--- config.mk ---
export PLATFORM = sky130hd
export DESIGN_NAME = video_timing_gen_flat
export DESIGN_NICKNAME = d
export VERILOG_FILES = /design/src/rtl/video_timing_gen_if.sv /design/src/rtl/video_timing_gen.sv /design/src/flat_wrapper.sv
export SDC_FILE = /design/constraint.sdc
export NUM_CORES = 1
export LEC_CHECK = 0
export CAP_MARGIN = 25
export CELL_PAD_IN_SITES_DETAIL_PLACEMENT = 1
export CELL_PAD_IN_SITES_GLOBAL_PLACEMENT = 2
export CORE_MARGIN = 10
export CORE_UTILIZATION = 32
export CTS_CLUSTER_SIZE = 25
export DETAILED_ROUTE_END_ITERATION = 12
export PLACE_DENSITY = 0.82
export SKIP_CTS_REPAIR_TIMING = 1
export SYNTH_ARGS = -nofsm -noshare
export SYNTH_HDL_FRONTEND = slang
export SYNTH_SLANG_ARGS = --single-unit
--- constraint.sdc ---
create_clock -name CK -period 2.72 [get_ports CK]
set_input_delay 0.544 -clock CK [delete_from_list [all_inputs] [get_ports CK]]
set_output_delay 0.544 -clock CK [all_outputs]
set_load 0.005 [all_outputs]
--- src/rtl/video_timing_gen_if.sv ---
// -----------------------------------------------------------------------------
// video_timing_gen_if
//   Bundle between the raster/test-pattern generator and the DVI/TMDS encoder.
//   The clock (CK) and reset (SR) are plain ports on the modules.
//
//   Signals
//     CKE_i    shared clock enable, one pixel per enabled cycle
//     PAT_i    pattern select: 00 bars, 01 ramp, 10 solid, 11 checker
//     SOLID_i  {R,G,B} colour for the solid pattern
//     DE_o     data enable (active video)
//     HD_o     horizontal sync
//     VD_o     vertical sync
//     DAT_*_o  pixel colour components
//     X_o/Y_o  active pixel column / line, 0 outside DE
//     FS_o     frame-start strobe
//
//   Modports
//     master   the generator: consumes control, drives video
//     slave    the encoder/control side: drives control, consumes video
// -----------------------------------------------------------------------------
interface video_timing_gen_if;
   logic        CKE_i;
   logic [1:0]  PAT_i;
   logic [23:0] SOLID_i;
   logic        DE_o;
   logic        HD_o;
   logic        VD_o;
   logic [7:0]  DAT_R_o;
   logic [7:0]  DAT_G_o;
   logic [7:0]  DAT_B_o;
   logic [9:0]  X_o;
   logic [9:0]  Y_o;
   logic        FS_o;

   modport master (
      input  CKE_i, PAT_i, SOLID_i,
      output DE_o, HD_o, VD_o, DAT_R_o, DAT_G_o, DAT_B_o, X_o, Y_o, FS_o
   );

   modport slave (
      output CKE_i, PAT_i, SOLID_i,
      input  DE_o, HD_o, VD_o, DAT_R_o, DAT_G_o, DAT_B_o, X_o, Y_o, FS_o
   );
endinterface

--- src/rtl/video_timing_gen.sv ---
// -----------------------------------------------------------------------------
// video_timing_gen
//   720x480p59.94 raster timing generator (DE/HD/VD) with a selectable
//   test-pattern RGB stream, feeding a DVI/TMDS encoder one pixel per enabled
//   clock.
//
//   Ports
//     CK   pixel clock
//     SR   synchronous reset, active-high, has priority over CKE_i
//     vif  video_timing_gen_if.master (CKE_i, PAT_i, SOLID_i in;
//          DE_o, HD_o, VD_o, DAT_R/G/B_o, X_o, Y_o, FS_o out)
//
//   All outputs are registered from the decode of the current (HCNT, VCNT),
//   so every output lags the counter state by exactly one enabled cycle and
//   all outputs are mutually aligned.
// -----------------------------------------------------------------------------
module video_timing_gen #(
   parameter int unsigned H_ACT  = 720,
   parameter int unsigned H_FP   = 16,
   parameter int unsigned H_SYNC = 62,
   parameter int unsigned H_BP   = 60,
   parameter int unsigned V_ACT  = 480,
   parameter int unsigned V_FP   = 9,
   parameter int unsigned V_SYNC = 6,
   parameter int unsigned V_BP   = 30,
   parameter logic        HS_POL = 1'b0,
   parameter logic        VS_POL = 1'b0
) (
   input  logic               CK,
   input  logic               SR,
   video_timing_gen_if.master vif
);

   localparam int unsigned H_TOTAL = H_ACT + H_FP + H_SYNC + H_BP;
   localparam int unsigned V_TOTAL = V_ACT + V_FP + V_SYNC + V_BP;
   localparam int unsigned BAR_W   = H_ACT / 8;

   localparam logic [9:0] H_ACT_C   = 10'(H_ACT);
   localparam logic [9:0] H_SS_C    = 10'(H_ACT + H_FP);
   localparam logic [9:0] H_SE_C    = 10'(H_ACT + H_FP + H_SYNC);
   localparam logic [9:0] H_LAST_C  = 10'(H_TOTAL - 1);
   localparam logic [9:0] V_ACT_C   = 10'(V_ACT);
   localparam logic [9:0] V_SS_C    = 10'(V_ACT + V_FP);
   localparam logic [9:0] V_SE_C    = 10'(V_ACT + V_FP + V_SYNC);
   localparam logic [9:0] V_LAST_C  = 10'(V_TOTAL - 1);
   localparam logic [9:0] BAR_LAST_C = 10'(BAR_W - 1);

   localparam logic [1:0] PAT_BARS  = 2'b00;
   localparam logic [1:0] PAT_RAMP  = 2'b01;
   localparam logic [1:0] PAT_SOLID = 2'b10;

   // Raster state
   logic [9:0]  h_cnt_q, h_cnt_d;
   logic [9:0]  v_cnt_q, v_cnt_d;
   logic [9:0]  bar_px_q, bar_px_d;    // pixel position inside the current bar
   logic [2:0]  bar_idx_q, bar_idx_d;  // which colour bar HCNT is in
   logic [1:0]  pat_q, pat_d;
   logic [23:0] solid_q, solid_d;

   // Output registers
   logic        de_q, de_d;
   logic        hd_q, hd_d;
   logic        vd_q, vd_d;
   logic [23:0] rgb_q, rgb_d;
   logic [9:0]  x_q, x_d;
   logic [9:0]  y_q, y_d;
   logic        fs_q, fs_d;

   // Decode of the current counter state
   logic        frame_start;
   logic        active;
   logic        hsync;
   logic        vsync;
   logic        h_wrap;
   logic [1:0]  pat_eff;
   logic [23:0] solid_eff;
   logic [23:0] pix;

   function automatic logic [23:0] bar_colour(input logic [2:0] idx);
      case (idx)
         3'd0:    bar_colour = 24'hFFFFFF;  // white
         3'd1:    bar_colour = 24'hFFFF00;  // yellow
         3'd2:    bar_colour = 24'h00FFFF;  // cyan
         3'd3:    bar_colour = 24'h00FF00;  // green
         3'd4:    bar_colour = 24'hFF00FF;  // magenta
         3'd5:    bar_colour = 24'hFF0000;  // red
         3'd6:    bar_colour = 24'h0000FF;  // blue
         default: bar_colour = 24'h000000;  // black
      endcase
   endfunction

   assign frame_start = (h_cnt_q == 10'd0) && (v_cnt_q == 10'd0);
   assign active      = (h_cnt_q < H_ACT_C) && (v_cnt_q < V_ACT_C);
   assign hsync       = (h_cnt_q >= H_SS_C) && (h_cnt_q < H_SE_C);
   assign vsync       = (v_cnt_q >= V_SS_C) && (v_cnt_q < V_SE_C);
   assign h_wrap      = (h_cnt_q == H_LAST_C);

   // The pattern is re-latched at (0,0); the first pixel of the frame must
   // already use the new selection, so bypass the latch on that cycle.
   assign pat_eff   = frame_start ? vif.PAT_i   : pat_q;
   assign solid_eff = frame_start ? vif.SOLID_i : solid_q;

   always_comb begin
      // NOTE: every variable gets a default first so no path leaves it
      // unassigned, which would otherwise infer a latch.
      pix = 24'h000000;
      if (active) begin
         case (pat_eff)
            PAT_BARS:  pix = bar_colour(bar_idx_q);
            PAT_RAMP:  pix = {3{h_cnt_q[7:0]}};
            PAT_SOLID: pix = solid_eff;
            default:   pix = (h_cnt_q[3] ^ v_cnt_q[3]) ? 24'hFFFFFF : 24'h000000;
         endcase
      end
   end

   always_comb begin
      h_cnt_d   = h_cnt_q + 10'd1;
      v_cnt_d   = v_cnt_q;
      bar_px_d  = bar_px_q + 10'd1;
      bar_idx_d = bar_idx_q;
      pat_d     = pat_q;
      solid_d   = solid_q;

      if (h_wrap) begin
         h_cnt_d = 10'd0;
         v_cnt_d = (v_cnt_q == V_LAST_C) ? 10'd0 : v_cnt_q + 10'd1;
      end

      // Bar tracker follows HCNT: restarts with the line, steps every BAR_W
      // pixels. Past the last bar it keeps counting, harmless since RGB is
      // forced to zero outside active video.
      if (h_wrap) begin
         bar_px_d  = 10'd0;
         bar_idx_d = 3'd0;
      end else if (bar_px_q == BAR_LAST_C) begin
         bar_px_d  = 10'd0;
         bar_idx_d = bar_idx_q + 3'd1;
      end

      if (frame_start) begin
         pat_d   = vif.PAT_i;
         solid_d = vif.SOLID_i;
      end

      de_d  = active;
      hd_d  = hsync ? HS_POL : ~HS_POL;
      vd_d  = vsync ? VS_POL : ~VS_POL;
      rgb_d = pix;
      x_d   = active ? h_cnt_q : 10'd0;
      y_d   = active ? v_cnt_q : 10'd0;
      fs_d  = frame_start;
   end

   // NOTE: sequential state is updated with non-blocking assignments so every
   // flop samples the pre-edge values regardless of statement order.
   always_ff @(posedge CK) begin
      if (SR) begin
         h_cnt_q   <= 10'd0;
         v_cnt_q   <= 10'd0;
         bar_px_q  <= 10'd0;
         bar_idx_q <= 3'd0;
         pat_q     <= PAT_BARS;
         solid_q   <= 24'h000000;
         de_q      <= 1'b0;
         hd_q      <= ~HS_POL;
         vd_q      <= ~VS_POL;
         rgb_q     <= 24'h000000;
         x_q       <= 10'd0;
         y_q       <= 10'd0;
         fs_q      <= 1'b0;
      end else if (vif.CKE_i) begin
         h_cnt_q   <= h_cnt_d;
         v_cnt_q   <= v_cnt_d;
         bar_px_q  <= bar_px_d;
         bar_idx_q <= bar_idx_d;
         pat_q     <= pat_d;
         solid_q   <= solid_d;
         de_q      <= de_d;
         hd_q      <= hd_d;
         vd_q      <= vd_d;
         rgb_q     <= rgb_d;
         x_q       <= x_d;
         y_q       <= y_d;
         fs_q      <= fs_d;
      end
   end

   assign vif.DE_o    = de_q;
   assign vif.HD_o    = hd_q;
   assign vif.VD_o    = vd_q;
   assign vif.DAT_R_o = rgb_q[23:16];
   assign vif.DAT_G_o = rgb_q[15:8];
   assign vif.DAT_B_o = rgb_q[7:0];
   assign vif.X_o     = x_q;
   assign vif.Y_o     = y_q;
   assign vif.FS_o    = fs_q;

endmodule

--- src/flat_wrapper.sv ---
// flat-port wrapper written by rule: the top's interface ports become plain ports
module video_timing_gen_flat 
#(
   parameter int unsigned H_ACT  = 720,
   parameter int unsigned H_FP   = 16,
   parameter int unsigned H_SYNC = 62,
   parameter int unsigned H_BP   = 60,
   parameter int unsigned V_ACT  = 480,
   parameter int unsigned V_FP   = 9,
   parameter int unsigned V_SYNC = 6,
   parameter int unsigned V_BP   = 30,
   parameter logic        HS_POL = 1'b0,
   parameter logic        VS_POL = 1'b0
)
  (CK, SR, vif_CKE_i, vif_PAT_i, vif_SOLID_i, vif_DE_o, vif_HD_o, vif_VD_o, vif_DAT_R_o, vif_DAT_G_o, vif_DAT_B_o, vif_X_o, vif_Y_o, vif_FS_o);
  video_timing_gen_if vif_i ();
  input  logic CK;
  input  logic SR;
  input wire logic [$bits(vif_i.CKE_i)-1:0] vif_CKE_i;
  input wire logic [$bits(vif_i.PAT_i)-1:0] vif_PAT_i;
  input wire logic [$bits(vif_i.SOLID_i)-1:0] vif_SOLID_i;
  output wire logic [$bits(vif_i.DE_o)-1:0] vif_DE_o;
  output wire logic [$bits(vif_i.HD_o)-1:0] vif_HD_o;
  output wire logic [$bits(vif_i.VD_o)-1:0] vif_VD_o;
  output wire logic [$bits(vif_i.DAT_R_o)-1:0] vif_DAT_R_o;
  output wire logic [$bits(vif_i.DAT_G_o)-1:0] vif_DAT_G_o;
  output wire logic [$bits(vif_i.DAT_B_o)-1:0] vif_DAT_B_o;
  output wire logic [$bits(vif_i.X_o)-1:0] vif_X_o;
  output wire logic [$bits(vif_i.Y_o)-1:0] vif_Y_o;
  output wire logic [$bits(vif_i.FS_o)-1:0] vif_FS_o;
  assign vif_i.CKE_i = vif_CKE_i;
  assign vif_i.PAT_i = vif_PAT_i;
  assign vif_i.SOLID_i = vif_SOLID_i;
  assign vif_DE_o = vif_i.DE_o;
  assign vif_HD_o = vif_i.HD_o;
  assign vif_VD_o = vif_i.VD_o;
  assign vif_DAT_R_o = vif_i.DAT_R_o;
  assign vif_DAT_G_o = vif_i.DAT_G_o;
  assign vif_DAT_B_o = vif_i.DAT_B_o;
  assign vif_X_o = vif_i.X_o;
  assign vif_Y_o = vif_i.Y_o;
  assign vif_FS_o = vif_i.FS_o;
  video_timing_gen #(.H_ACT(H_ACT), .H_FP(H_FP), .H_SYNC(H_SYNC), .H_BP(H_BP), .V_ACT(V_ACT), .V_FP(V_FP), .V_SYNC(V_SYNC), .V_BP(V_BP), .HS_POL(HS_POL), .VS_POL(VS_POL)) u_core (.CK(CK), .SR(SR), .vif(vif_i));
endmodule
# == Word level (Yosys, flattened, before mapping) ==
# Index checks and enable logic that the tools add are counted.
# word_totals
reg_bits,107
input_bits,29
out_inout_bits,48
wordCells,62
# classes
add_sub_neg,4
n_lt_le_gt_ge,6
eq_ne,11
mux,16
n_bitwise,1
reduce_logical,11
# op_table
operator,count
24-bit one-hot mux with 7 select lines,1
24-bit two-way mux,3
24-bit one-hot mux with 3 select lines,1
10-bit two-way mux,6
10-bit by 1-bit adder with 10-bit output (second input constant),3
10-bit == test (second input constant),2
10-bit logical NOT,2
10-bit less-than comparator (second input constant),2
10-bit by 9-bit less-than comparator with 1-bit output (second input constant),2
10-bit by 7-bit == test with 1-bit output (second input constant),1
10-bit >= comparator (second input constant),1
10-bit by 9-bit >= comparator with 1-bit output (second input constant),1
3-bit == test (second input constant),3
3-bit by 2-bit == test with 1-bit output (second input constant),2
3-bit two-way mux,2
1-bit logical AND,4
2-bit AND reduction,2
3-bit by 1-bit adder with 3-bit output (second input constant),1
3-bit by 1-bit == test with 1-bit output (second input constant),1
3-bit logical NOT,1
2-bit by 1-bit == test with 1-bit output (second input constant),1
2-bit == test (second input constant),1
2-bit logical NOT,1
1-bit two-way mux,2
other kinds (3),3

# == Logic depth before layout (Yosys ltp) ==
# depth
word_depth,6
mapped_depth,10

# == Worst setup path before layout ==
# OpenSTA, ideal clock, no wires.
# synth_timing
path_kind,register to register
from,register u_core.v_cnt_q[0]
to,register u_core.rgb_q[20]
setup_ps,117
arrival_ps,2128
required_ps,2603
slack_ps,475
path_stages_with_launch,10
cell_sequence,dfxtp_1 -> inv_1 -> ha_1 -> nor2b_1 -> nand3_1 -> nor2_1 -> mux2i_1 -> clkbuf_1 -> o311ai_0 -> a22o_1
# synth_via
elab_chain_cells,6
elab_cells_between_ends,11
classes_between,1 x order compare; 2 x eq/ne; 4 x mux; 4 x reduce/logical
# synth_lines
item,line_no,source
start: declaration,video_timing_gen.sv:54,"logic [9:0] v_cnt_q, v_cnt_d;"
start signal: assignment,video_timing_gen.sv:174,v_cnt_q <= v_cnt_d;
10-bit logical NOT,video_timing_gen.sv:92,assign frame_start = (h_cnt_q == 10'd0) && (v_cnt_q == 10'd0);
1-bit logical AND,video_timing_gen.sv:92,
2-bit two-way mux,video_timing_gen.sv:100,assign pat_eff = frame_start ? vif.PAT_i : pat_q;
2-bit == test (tied with other cells),video_timing_gen.sv:108,case (pat_eff)
24-bit one-hot mux with 3 select lines,video_timing_gen.sv:108,
24-bit two-way mux *,video_timing_gen.sv:107,if (active) begin
end signal: assignment,video_timing_gen.sv:182,rgb_q <= rgb_d;
end: declaration,video_timing_gen.sv:64,"logic [23:0] rgb_q, rgb_d;"
# Every way passes the cells marked *; elsewhere a longest branch is shown, timed or not.
# A chain may end at the register's enable or synchronous reset.

# == Worst setup path in the final report ==
# layout_timing
from,register u_core.v_cnt_q[1]
to,register u_core.rgb_q[20]
# The elaborated chain is that of the path after synthesis.

==> results.md <==
- The flow ran to the end, and the final reports show no timing, DRC or antenna violations.
- The placement-stage worst setup slack is approximately 0.14 ns.
- The combinational family with the most area after synthesis is compound AO/OA/AOI/OAI gates.
- Setup slack on the worst reg-to-reg path comes out at roughly 0.23 ns.
- For this run, the register share of the synthesized area comes to 0.442.
- From synthesis to final layout, the design area changed by 29.8%.
- The number of nets in the synthesized netlist is approximately 600.
- Setup violations remaining at the end of the flow were counted as 0.
- The xor-xnor portion of the synthesized cell area is 0.0434.
- STA puts the critical path data required time at just under 3 ns.
- Routability-driven placement finished with a final weighted congestion of just under 0.9.
- Setup total negative slack on the finished layout was measured at 0 ns.
- The number of global-route vias before repair is 4,678.
- For this run the aggregate overflow at the end of global routing stands at 0.
- Of the total synthesized cell area, the portion taken by AND, OR, NAND and NOR gates is 0.185.
- The count of warnings emitted by yosys is 0.
- The die span in y is 143 um.
- The worst hold path belongs to the class reg2reg.
- The origin of the worst setup path is u_core.v_cnt_q[1].
- The area taken by flip-flops and latches is between 0.002 and 0.0025 mm^2.
- The number of antenna violations at the first check in global routing came to 0.
- In the synthesized netlist the async set-or-reset flop fraction comes to 0.
- Of the total synthesized cell area, the portion taken by full adders, half adders and majority gates is 0.0362.
- The worst reg2reg path endpoint is u_core.rgb_q[20].
- The worst-case IR drop observed on VDD is approximately 0.29 mV.
- The number of antenna cells inserted is 0.
- The highest fanout seen on the critical path is 24.
- The number of search-and-repair iterations in the first detailed-routing pass is 6.
- The critical path goes through inv_1 > ha_1 > nor2b_1 > nand3_1 > nor2_4 > mux2i_2 > buf_12 > o311ai_0 > buf_4 > a22o_1.
- The count of pins on the block boundary is 77.
- At the pin with the least slew margin, the transition time is 0.823 ns.
- The critical register-to-register path startpoint is u_core.v_cnt_q[1].
- The post-route antenna net violation count is 0.
- The largest clock skew in the final design is between 0.006 and 0.007 ns.
- The share of post-route cells with drive strength above 1 is 0.0878.
- The highest achievable clock rate is around 0.40 GHz.
- The hold path depth is 2.
- The total count of max-transition violations in the final report is 0.
- The wire length of the first global-routing pass is approximately 26,000 um.
- After detailed routing, the average wire length per cell comes to between 15 and 20 um.
- The number of nets at the end of the flow is 676.
- The row count is 44.
- TritonCTS built the clock tree.
- The analysis attributes to cell leakage a power of 2.33 nW.
- In the finished design, the share of the clock period the worst path needs comes to 0.914.
- Setup repair after global routing left no endpoint under its margin.
- The number of H-tree levels is 3.
- From left edge to right edge, the die measures 143 um.
- The clock tree root driver cell is sky130_fd_sc_hd__clkbuf_16.
- In the final layout, the multi-input gates occupy ~0.0025 mm^2.
- The startpoint identified for the worst hold timing path is u_core.solid_q[2].
- The setup path with the least slack is of type reg2reg.
- The worst pin sits at a relative slew slack of 0.451.
- The final cell count without fillers is between 800 and 900.
- Dividing the synthesized area by the synthesized cell count gives roughly 8.8 um^2.
- For this design, the slowest cell found on the critical path is sky130_fd_sc_hd__dfxtp_1.
- The most used flip-flop cell after synthesis is sky130_fd_sc_hd__dfxtp_1.
- After technology mapping, the gate count stands at ~550.
- TritonCTS created 9 clock buffers.
- The CTS clock-pin slew for the worst setup and hold paths is 0.07 ns.
- Yosys mapped a number of flops with a built-in enable equal to 0.
- Wires add up to about 16,000 um.
- The category of the worst setup path capture point is a flop.
- The path with the worst hold slack has its endpoint at u_core.solid_q[2].
- The final hold violation count is 0.
- The longest individual stage delay on the worst path is approximately 0.40 ns.
- The multiplexer share of the synthesized area is 0.00413.
- The placeable core area is around 0.015 mm^2.
- The count of maximum capacitance violations is 0.
- The overall global routing resource usage is 0.157.
- The number of unique standard cell types used by synthesis is 49.
- The complex-gate fraction of the synthesized area is 0.245.
- The worst setup path is launched from a flop.
- Summing every instance area after synthesis gives approximately 0.0048 mm^2.
- The initial utilization of the core area, before any placement, comes to 0.330.
- The count of routing violations after the opening detailed-route iteration is 239.
- Entering global routing, the biggest net connects 35 pins.
- At the later pin of the worst-skew pair, clock insertion delay measures about 0.36 ns.
- The smallest clock period supported by the final layout is computed as 2.49 ns.
- For the worst flop-to-flop path, the logic depth is 10.
- After legalization and detailed placement, the total HPWL measured roughly 12,000 um.
- The floorplan step defined a die boundary enclosing between 0.02 and 0.025 mm^2.
- The number of flip-flops and latches in the synthesized netlist is 107.
- The ratio of routed vias to standard cells is 5.39.
- Across all hold checks on the routed design, the worst slack comes to 0.452 ns.
- For this design the ratio of total power to cell area is around 600 mW/mm^2.
- Counting the fill cells in the layout gives ~1.7k.
- The DRC violation count after routing is 0.
- The final design utilization is 0.428.
- The count of buffers inserted at the top-level ports is 76.
- The maximum clock insertion buffer count is 2.
- The count of clock tree sinks is 107.
- The post-route worst setup slack is ~0.23 ns.
- In this run, placement finished with an instance count of 806.
- The routed layout has around 4.4k vias.
- The critical path arrival is about 2.7 ns.
[area by class of cell]
cell class / count / area share
clock inverter: 5 / 0.0135
inverter: 13 / 0.00776
clock buffer: 11 / 0.0386
timing repair buffer: 108 / 0.163
tap: 184 / 0.0366
multi-input combinational: 394 / 0.399
sequential: 107 / 0.341
[worst max-delay path: cells and delay by family (launching register included)]
family,cells,cell delay [ns]
AO/OA/AOI/OAI,2,0.36
buffers and inverters,3,0.54
flip-flops,1,0.40
adder cells (fa/ha/maj),1,0.18
multiplexers,1,0.29
AND/OR/NAND/NOR,3,0.59
[metal layers]
layer,GRT usage,up-vias,part of all wire
li1,-,2155,-
met1,0.204,2190,0.48
met2,0.257,69,0.48
met3,0.0219,16,0.030
met4,0.0581,0,0.016
met5,0,-,0
[stage by stage]
stage,cell area [um^2],total power [mW]
floorplan,4840,2.01
global placement,5940,2.32
detailed placement,5940,2.34
CTS,6270,3.80
global route,6280,3.92
finish,6280,3.75
[how the worst max path moves through the flow]
stage | to | depth (start not counted) | slack [ns]
2_1_floorplan | u_core.rgb_q[20] | 9 | 0.47
3_3_place_gp | u_core.rgb_q[7] | 5 | 0.23
3_5_place_dp | u_core.rgb_q[20] | 7 | 0.14
4_1_cts | u_core.rgb_q[15] | 9 | 0.21
5_1_grt | u_core.rgb_q[20] | 10 | 0.01
6_report | u_core.rgb_q[20] | 10 | 0.23
[synth_stat cells, types with 2 or more instances]
cell type	n	area share
sky130_fd_sc_hd__a211oi_1	33	0.051
sky130_fd_sc_hd__a21oi_1	37	0.038
sky130_fd_sc_hd__a22o_1	42	0.076
sky130_fd_sc_hd__and3_1	7	0.0090
sky130_fd_sc_hd__buf_1	2	0.0016
sky130_fd_sc_hd__buf_6	2	0.0046
sky130_fd_sc_hd__clkbuf_1	32	0.025
sky130_fd_sc_hd__dfxtp_1	107	0.44
sky130_fd_sc_hd__ha_1	14	0.036
sky130_fd_sc_hd__inv_1	12	0.0093
sky130_fd_sc_hd__mux2i_1	2	0.0041
sky130_fd_sc_hd__nand2_1	72	0.056
sky130_fd_sc_hd__nand2b_1	4	0.0052
sky130_fd_sc_hd__nand3_1	10	0.010
sky130_fd_sc_hd__nand4_1	12	0.015
sky130_fd_sc_hd__nand4b_1	2	0.0036
sky130_fd_sc_hd__nor2_1	44	0.034
sky130_fd_sc_hd__nor2b_1	11	0.014
sky130_fd_sc_hd__nor3_1	4	0.0041
sky130_fd_sc_hd__nor4b_1	3	0.0054
sky130_fd_sc_hd__o211ai_1	8	0.012
sky130_fd_sc_hd__o21a_1	8	0.012
sky130_fd_sc_hd__o21ai_0	25	0.026
sky130_fd_sc_hd__o311ai_0	8	0.014
sky130_fd_sc_hd__or3_1	5	0.0065
sky130_fd_sc_hd__xnor2_1	7	0.013
sky130_fd_sc_hd__xor2_1	17	0.031
[placed cells by master (no fill, tap or decap), types with 2 or more instances in the layout]
cell	n
sky130_fd_sc_hd__nand3_1	10
sky130_fd_sc_hd__ha_1	14
sky130_fd_sc_hd__o21a_1	8
sky130_fd_sc_hd__a21oi_1	37
sky130_fd_sc_hd__nand2b_1	4
sky130_fd_sc_hd__nand4_1	12
sky130_fd_sc_hd__a22o_1	42
sky130_fd_sc_hd__bufinv_16	2
sky130_fd_sc_hd__or3_1	5
sky130_fd_sc_hd__buf_4	30
sky130_fd_sc_hd__nor2_1	42
sky130_fd_sc_hd__clkbuf_16	9
sky130_fd_sc_hd__a211oi_1	33
sky130_fd_sc_hd__nor3_1	4
sky130_fd_sc_hd__nand2_1	72
sky130_fd_sc_hd__nor2b_1	11
sky130_fd_sc_hd__dfxtp_1	107
sky130_fd_sc_hd__clkdlybuf4s50_1	76
sky130_fd_sc_hd__nand4b_1	2
sky130_fd_sc_hd__xnor2_1	7
sky130_fd_sc_hd__inv_1	12
sky130_fd_sc_hd__o311ai_0	8
sky130_fd_sc_hd__buf_12	2
sky130_fd_sc_hd__xor2_1	17
sky130_fd_sc_hd__o21ai_0	25
sky130_fd_sc_hd__o211ai_1	8
sky130_fd_sc_hd__and3_1	7
sky130_fd_sc_hd__nor4b_1	3
[cell families after synthesis]
kind of cell	count (synthesis)
and+or+nand+nor	184
buffers and inverters	51
AOI/OAI and AO/OA	170
muxes	2
DFF	107
xor gates and xnor gates	24
adders and majority gates	14
[state kept, by name (all words and copies together) (netlist names)]
| name | flops |
|---|---|
| u_core.vif.Y_o | 10 |
| u_core.vif.X_o | 10 |
| u_core.vif.DE_o | 1 |
| u_core.h_cnt_q | 10 |
| u_core.vif.VD_o | 1 |
| u_core.vif.FS_o | 1 |
| u_core.bar_idx_q | 3 |
| u_core.solid_q | 24 |
| u_core.bar_px_q | 10 |
| u_core.vif.HD_o | 1 |
| u_core.pat_q | 2 |
| u_core.v_cnt_q | 10 |
| u_core.rgb_q | 24 |
[power breakdown]
| part | internal (mW) | leakage (nW) | switching [mW] | total, mW |
|---|---|---|---|---|
| registers | 1.65 | 0.872 | 0.0660 | 1.71 |
| logic | 0.281 | 1.30 | 0.315 | 0.597 |
| clock network | 0.838 | 0.156 | 0.607 | 1.44 |
| total | 2.77 | 2.33 | 0.988 | 3.75 |
No activity file was read; power rests on OpenSTA's default activity.
